File: src/rtl/time_set_ctrl_if.sv
// Bundle between button front-end / clock core and time_set_ctrl.
// master drives buttons and current digits; slave is the setter.
interface time_set_ctrl_if;
  logic        btn_mode;
  logic        btn_inc;
  logic        btn_dec;
  logic [3:0]  cur_hr_10s;
  logic [3:0]  cur_hr_1s;
  logic [3:0]  cur_min_10s;
  logic [3:0]  cur_min_1s;
  logic [3:0]  cur_sec_10s;
  logic [3:0]  cur_sec_1s;
  logic [16:0] time_out;
  logic        time_ow;
  logic        editing;
  logic [1:0]  edit_field;
  logic [5:0]  edit_value;

  modport master (
    output btn_mode, btn_inc, btn_dec,
    output cur_hr_10s, cur_hr_1s,
    output cur_min_10s, cur_min_1s,
    output cur_sec_10s, cur_sec_1s,
    input  time_out, time_ow,
    input  editing, edit_field, edit_value
  );

  modport slave (
    input  btn_mode, btn_inc, btn_dec,
    input  cur_hr_10s, cur_hr_1s,
    input  cur_min_10s, cur_min_1s,
    input  cur_sec_10s, cur_sec_1s,
    output time_out, time_ow,
    output editing, edit_field, edit_value
  );
endinterface

File: src/rtl/time_set_ctrl.sv
// Time-set controller: button-driven hh:mm:ss editor for the clock.
// Optional macro TIME_SET_TIMEOUT_EN abandons idle edits.
module time_set_ctrl #(
  parameter int OW_CYCLES      = 2,
  parameter int TIMEOUT_CYCLES = 1000
) (
  input logic           clk,
  input logic           rst,
  time_set_ctrl_if.slave bus
);

  typedef enum logic [2:0] {
    IDLE, EDIT_HR, EDIT_MIN, EDIT_SEC, COMMIT
  } state_t;

  localparam int OW_W =
    (OW_CYCLES > 1) ? $clog2(OW_CYCLES) : 1;

  state_t      state, state_nxt;
  logic [4:0]  hr_reg, hr_nxt;
  logic [5:0]  min_reg, min_nxt;
  logic [5:0]  sec_reg, sec_nxt;
  logic [16:0] out_reg, out_nxt;
  logic        ow_reg, ow_nxt;
  logic [OW_W-1:0] ow_cnt, ow_cnt_nxt;
  logic        edt_reg, edt_nxt;
  logic [1:0]  fld_reg, fld_nxt;
  logic [5:0]  val_reg, val_nxt;

  logic [5:0]  hr_cap, min_cap, sec_cap;
  logic [5:0]  hr_stp, min_stp, sec_stp;
  logic        any_btn;

  function automatic logic [5:0] bcd2bin(
    input logic [3:0] t,
    input logic [3:0] o,
    input logic [7:0] max
  );
    logic [7:0] b;
    b = ({4'd0, t} * 8'd10) + {4'd0, o};
    if (t > 4'd9 || o > 4'd9 || b > max)
      bcd2bin = 6'd0;
    else
      bcd2bin = b[5:0];
  endfunction

  function automatic logic [5:0] step(
    input logic [5:0] v,
    input logic [5:0] max,
    input logic       up,
    input logic       dn
  );
    if (up && !dn)
      step = (v >= max) ? 6'd0 : v + 6'd1;
    else if (dn && !up)
      step = (v == 6'd0) ? max : v - 6'd1;
    else
      step = v;
  endfunction

  assign hr_cap  = bcd2bin(bus.cur_hr_10s,
                           bus.cur_hr_1s, 8'd23);
  assign min_cap = bcd2bin(bus.cur_min_10s,
                           bus.cur_min_1s, 8'd59);
  assign sec_cap = bcd2bin(bus.cur_sec_10s,
                           bus.cur_sec_1s, 8'd59);

  assign hr_stp  = step({1'b0, hr_reg}, 6'd23,
                        bus.btn_inc, bus.btn_dec);
  assign min_stp = step(min_reg, 6'd59,
                        bus.btn_inc, bus.btn_dec);
  assign sec_stp = step(sec_reg, 6'd59,
                        bus.btn_inc, bus.btn_dec);

  assign any_btn = bus.btn_mode | bus.btn_inc
                 | bus.btn_dec;

  logic unused_bits;
  assign unused_bits = ^{hr_cap[5], hr_stp[5]};

`ifdef TIME_SET_TIMEOUT_EN
  localparam int TW = $clog2(TIMEOUT_CYCLES + 1);
  logic [TW-1:0] tmo_cnt, tmo_nxt;
  logic          tmo_hit;
  logic          in_edit;

  assign in_edit = (state == EDIT_HR)
                || (state == EDIT_MIN)
                || (state == EDIT_SEC);
  assign tmo_hit = in_edit && !any_btn
    && (tmo_cnt == TW'(TIMEOUT_CYCLES - 1));

  // Idle-edit counter; restarts on any button.
  always_comb begin
    tmo_nxt = '0;
    if (in_edit && !any_btn && !tmo_hit)
      tmo_nxt = tmo_cnt + 1'b1;
  end

  // Timeout counter register.
  always_ff @(posedge clk) begin
    if (rst) tmo_cnt <= '0;
    else     tmo_cnt <= tmo_nxt;
  end
`else
  logic tmo_hit;
  logic unused_tmo;
  assign tmo_hit    = 1'b0;
  assign unused_tmo = (TIMEOUT_CYCLES > 0) ^ any_btn;
`endif

  // Next state, field registers and registered outputs.
  always_comb begin
    state_nxt  = state;
    hr_nxt     = hr_reg;
    min_nxt    = min_reg;
    sec_nxt    = sec_reg;
    out_nxt    = out_reg;
    ow_nxt     = 1'b0;
    ow_cnt_nxt = '0;
    fld_nxt    = 2'd0;
    val_nxt    = 6'd0;
    edt_nxt    = 1'b0;
    unique case (state)
      IDLE: begin
        if (bus.btn_mode) begin
          hr_nxt    = hr_cap[4:0];
          min_nxt   = min_cap;
          sec_nxt   = sec_cap;
          state_nxt = EDIT_HR;
        end
      end
      EDIT_HR: begin
        if (bus.btn_mode) state_nxt = EDIT_MIN;
        else              hr_nxt = hr_stp[4:0];
      end
      EDIT_MIN: begin
        if (bus.btn_mode) state_nxt = EDIT_SEC;
        else              min_nxt = min_stp;
      end
      EDIT_SEC: begin
        if (bus.btn_mode) begin
          state_nxt = COMMIT;
          out_nxt   = {hr_reg, min_reg, sec_reg};
          ow_nxt    = 1'b1;
        end else begin
          sec_nxt = sec_stp;
        end
      end
      COMMIT: begin
        if (ow_cnt == OW_W'(OW_CYCLES - 1)) begin
          state_nxt = IDLE;
        end else begin
          ow_nxt     = 1'b1;
          ow_cnt_nxt = ow_cnt + 1'b1;
        end
      end
      default: state_nxt = IDLE;
    endcase

    if (tmo_hit) state_nxt = IDLE;

    unique case (state_nxt)
      EDIT_HR: begin
        fld_nxt = 2'd1;
        val_nxt = {1'b0, hr_nxt};
      end
      EDIT_MIN: begin
        fld_nxt = 2'd2;
        val_nxt = min_nxt;
      end
      EDIT_SEC: begin
        fld_nxt = 2'd3;
        val_nxt = sec_nxt;
      end
      default: begin
        fld_nxt = 2'd0;
        val_nxt = 6'd0;
      end
    endcase
    edt_nxt = (fld_nxt != 2'd0);
  end

  // State and output registers.
  always_ff @(posedge clk) begin
    if (rst) begin
      state   <= IDLE;
      hr_reg  <= '0;
      min_reg <= '0;
      sec_reg <= '0;
      out_reg <= '0;
      ow_reg  <= 1'b0;
      ow_cnt  <= '0;
      edt_reg <= 1'b0;
      fld_reg <= '0;
      val_reg <= '0;
    end else begin
      state   <= state_nxt;
      hr_reg  <= hr_nxt;
      min_reg <= min_nxt;
      sec_reg <= sec_nxt;
      out_reg <= out_nxt;
      ow_reg  <= ow_nxt;
      ow_cnt  <= ow_cnt_nxt;
      edt_reg <= edt_nxt;
      fld_reg <= fld_nxt;
      val_reg <= val_nxt;
    end
  end

  assign bus.time_out   = out_reg;
  assign bus.time_ow    = ow_reg;
  assign bus.editing    = edt_reg;
  assign bus.edit_field = fld_reg;
  assign bus.edit_value = val_reg;

endmodule

File: src/flat_wrapper.sv
// flat-port wrapper written by rule: the top's interface ports become plain ports
module time_set_ctrl_flat 
#(
  parameter int OW_CYCLES      = 2,
  parameter int TIMEOUT_CYCLES = 1000
)
  (clk, rst, bus_btn_mode, bus_btn_inc, bus_btn_dec, bus_cur_hr_10s, bus_cur_hr_1s, bus_cur_min_10s, bus_cur_min_1s, bus_cur_sec_10s, bus_cur_sec_1s, bus_time_out, bus_time_ow, bus_editing, bus_edit_field, bus_edit_value);
  time_set_ctrl_if bus_i ();
  input logic clk;
  input logic rst;
  input wire logic [$bits(bus_i.btn_mode)-1:0] bus_btn_mode;
  input wire logic [$bits(bus_i.btn_inc)-1:0] bus_btn_inc;
  input wire logic [$bits(bus_i.btn_dec)-1:0] bus_btn_dec;
  input wire logic [$bits(bus_i.cur_hr_10s)-1:0] bus_cur_hr_10s;
  input wire logic [$bits(bus_i.cur_hr_1s)-1:0] bus_cur_hr_1s;
  input wire logic [$bits(bus_i.cur_min_10s)-1:0] bus_cur_min_10s;
  input wire logic [$bits(bus_i.cur_min_1s)-1:0] bus_cur_min_1s;
  input wire logic [$bits(bus_i.cur_sec_10s)-1:0] bus_cur_sec_10s;
  input wire logic [$bits(bus_i.cur_sec_1s)-1:0] bus_cur_sec_1s;
  output wire logic [$bits(bus_i.time_out)-1:0] bus_time_out;
  output wire logic [$bits(bus_i.time_ow)-1:0] bus_time_ow;
  output wire logic [$bits(bus_i.editing)-1:0] bus_editing;
  output wire logic [$bits(bus_i.edit_field)-1:0] bus_edit_field;
  output wire logic [$bits(bus_i.edit_value)-1:0] bus_edit_value;
  assign bus_i.btn_mode = bus_btn_mode;
  assign bus_i.btn_inc = bus_btn_inc;
  assign bus_i.btn_dec = bus_btn_dec;
  assign bus_i.cur_hr_10s = bus_cur_hr_10s;
  assign bus_i.cur_hr_1s = bus_cur_hr_1s;
  assign bus_i.cur_min_10s = bus_cur_min_10s;
  assign bus_i.cur_min_1s = bus_cur_min_1s;
  assign bus_i.cur_sec_10s = bus_cur_sec_10s;
  assign bus_i.cur_sec_1s = bus_cur_sec_1s;
  assign bus_time_out = bus_i.time_out;
  assign bus_time_ow = bus_i.time_ow;
  assign bus_editing = bus_i.editing;
  assign bus_edit_field = bus_i.edit_field;
  assign bus_edit_value = bus_i.edit_value;
  time_set_ctrl #(.OW_CYCLES(OW_CYCLES), .TIMEOUT_CYCLES(TIMEOUT_CYCLES)) u_core (.clk(clk), .rst(rst), .bus(bus_i));
endmodule
File: config.mk
export PLATFORM = sky130hd
export DESIGN_NAME = time_set_ctrl_flat
export DESIGN_NICKNAME = d
export VERILOG_FILES = /design/src/rtl/time_set_ctrl_if.sv /design/src/rtl/time_set_ctrl.sv /design/src/flat_wrapper.sv
export SDC_FILE = /design/constraint.sdc
export NUM_CORES = 1
export LEC_CHECK = 0
export BUFFER_PORTS_ARGS = -buffer_cell sky130_fd_sc_hd__buf_4
export CORE_ASPECT_RATIO = 1.1
export CORE_MARGIN = 3
export CORE_UTILIZATION = 38
export DETAILED_ROUTE_END_ITERATION = 10
export HOLD_SLACK_MARGIN = 0.12
export SETUP_SLACK_MARGIN = 0.5
export SLEW_MARGIN = 0
export SYNTH_ARGS = -nofsm -noshare
export SYNTH_HDL_FRONTEND = slang
export SYNTH_SLANG_ARGS = --single-unit
File: constraint.sdc
create_clock -name clk -period 4.3 [get_ports clk]
set_input_delay 0.645 -clock clk [delete_from_list [all_inputs] [get_ports clk]]
set_output_delay 0.645 -clock clk [all_outputs]
set_load 0.01 [all_outputs]
==> reports/metrics.csv <==
metric;value;unit
status;complete, no violations;
path_class;in2reg;
power.density;268.7;nW/µm²
syn2layout_area_growth;15.23;%
final_area;4422;µm²
wl_per_cell;16.06;µm
synth-edff-count;0;
cts_buffers;5;
routed_wl;10470;µm
place_inst;644;
vias;3752;
max-cap-violations;0;
timing.fmax;0.3162;GHz
mostFrequentLayoutCell;nand2_1;
hold_start;u_core.bus.time_out[8];
setup_slack;1.137;ns
yosysWarningCount;0;
syn_inst;499;
synth_fp_nets;563;
timing.rr.start;u_core.state[1];
cts_tree;yes;
place_ws;0.8226;ns
worst_hold_path_type;reg2reg;
synth.area.top_cells;dfxtp_1, ha_1, a21oi_1, nand2_1, o21ai_0;
placed_area;4284;µm²
setup_violations;0;
route.detailed.drc;0;
finClkSkew;0.009238;ns
fin_crit_sh;73.55;%
synthArstFlopShare;0;%
synth_ff_type;dfxtp_1;
die_h;111.4;µm
insertion_delay;0.31;ns
antenna_found_initial;0;
syn_area;3837;µm²
layout.cells.non_filler;652;
n_fill_cell;983;
first_pass_iters;5;
track_usage;18.12;%
gp_congestion;0.8892;
fin_nets;598;
die_w;101.8;µm
postCtsSetupRepairBufs;0;
p_total;1.188;mW
r2r_setup_slack;1.66;ns
viasPerCell;5.755;
cts-root-buf;clkbuf_8;
synth_top_area_cell;dfxtp_1;
synth_cell_types;70;
worstPathMaxFanout;5;
worstSetupEndpointType;register;
grt_pass1_wl;16760;µm
r2r.worst_path.cells;7;
first_global_vias;3411;
cp-start-kind;input pin;
overflow;0;
largest_reg_flops;17;
ctsHoldBuffers;0;
fin_crit;3.163;ns
ys_ff_latch;48;
finalSetupTns;0;ns
report.final.slew_viol_count;0;
p_leak;1.847;nW
grt_max_degree;41;
cts_resized;0;
final_cell_mix;nand2_1, buf_4, a21oi_1;
row_count;37;
core_area;9583;µm²
hold_depth;2;
cp.required;4.50;ns
hold_violations;0;
maxSlewHeadroom;44.01;%
multiInputGateArea;2678;µm²
ys_seq_area_share;25.04;%
worst_slew_pin_slew;0.8375;ns
synth.avg_cell_area;7.690;µm²
reg2reg_to;u_core.bus.edit_value[2];
port_buffers;55;
min_to;u_core.bus.time_out[8];
final-seq-area;960.9;µm²
synth_top_area_share;25.04;%
drt_iter0_drc;189;
ir_worst_vdd;116.5;µV
initial_core_util;40.04;%
hpwl;7965;µm
rsz0062_at_grt;false;
clock-sinks;48;
clk_pin_slew;0.09;ns
antennaDiodeCount;0;
clockBufferDepth;2;
drive_gt1_share;14.39;%
antenna_left;0;
fp.dieArea;11340;µm²
arrival;3.36;ns
htree_levels;2;
boundaryPins;56;
==> kinds of logic (layout without fill, tap and decap cells) <==
| family | Yosys count | after routing | synth area share (%) |
|---|---|---|---|
| and+or+nand+nor | 188 | 188 | 25.99 |
| AOI/OAI and AO/OA | 157 | 157 | 26.31 |
| buffers and inverters | 50 | 86 | 5.184 |
| DFF | 48 | 48 | 25.04 |
| adders and majority gates | 36 | 36 | 12.85 |
| xor gates and xnor gates | 18 | 18 | 4.108 |
| muxes | 2 | 2 | 0.5217 |
==> routing by layer <==
metal	up-vias	global-route usage, %	share of wire [%]
met5	-	0	0
met4	0	3.850	1.0
met3	9	2.193	5.0
met2	97	31.59	50
met1	1783	23.84	44
li1	1863	-	-
==> worst max-delay path, stage by stage <==
cell and delay [ns]:
buf_4 0.13, ha_1 0.29, ha_1 0.21, inv_1 0.07
fa_1 0.42, nand2b_1 0.20, or3_4 0.35, a21boi_1 0.14
nor3_2 0.23, nor2b_2 0.10, a41o_1 0.26, a221o_1 0.31
==> cell usage after synthesis (all sizes together), types with 4 or more instances <==
library cell,n
nand2,58
a21oi,49
dfxtp,48
o21ai,39
nor2,37
ha,29
inv,23
clkbuf,20
nand3,17
nor2b,16
nand2b,11
nor3,9
xnor2,9
xor2,9
a21o,8
and3,7
buf,7
a211oi,6
fa,6
and2,5
or3,5
a221oi,4
a22o,4
a31oi,4
o211a,4
o22ai,4
==> per-stage QoR <==
stage	hold WS, ns	util, %
finish	0.4570	46.14
CTS	0.4603	46.14
detailed placement	0.4472	44.71
global route	0.4751	46.14
floorplan	0.4771	-
global placement	0.4432	44.71
==> layout make-up <==
class                      count  share of cell area (%)
clock buffer                   5                   1.556
tap                          117                   3.311
multi-input combinational    401                   60.55
timing repair buffer          55                   9.338
inverter                      23                   1.952
clock inverter                 3                   1.556
sequential                    48                   21.73
==> report_power, final <==
part / internal, mW / total (mW) / switching, mW
registers: 0.455 / 0.478 / 0.0223
clock network: 0.234 / 0.402 / 0.167
logic: 0.135 / 0.309 / 0.174
==> how the worst max path moves through the flow <==
stage,startpoint,to,slack [ns],cells after the start
3_3_place_gp,bus_cur_min_10s[1],u_core.bus.edit_value[1],0.88,11
5_1_grt,bus_cur_sec_10s[1],u_core.bus.edit_value[3],1.01,12
4_1_cts,bus_cur_min_10s[1],u_core.bus.edit_value[1],1.16,11
2_1_floorplan,bus_cur_sec_10s[1],u_core.bus.edit_value[3],1.10,11
6_report,bus_cur_sec_10s[1],u_core.bus.edit_value[3],1.14,12
3_5_place_dp,bus_cur_sec_10s[1],u_core.bus.edit_value[3],0.82,12
Power figures use the tool's default switching activity.
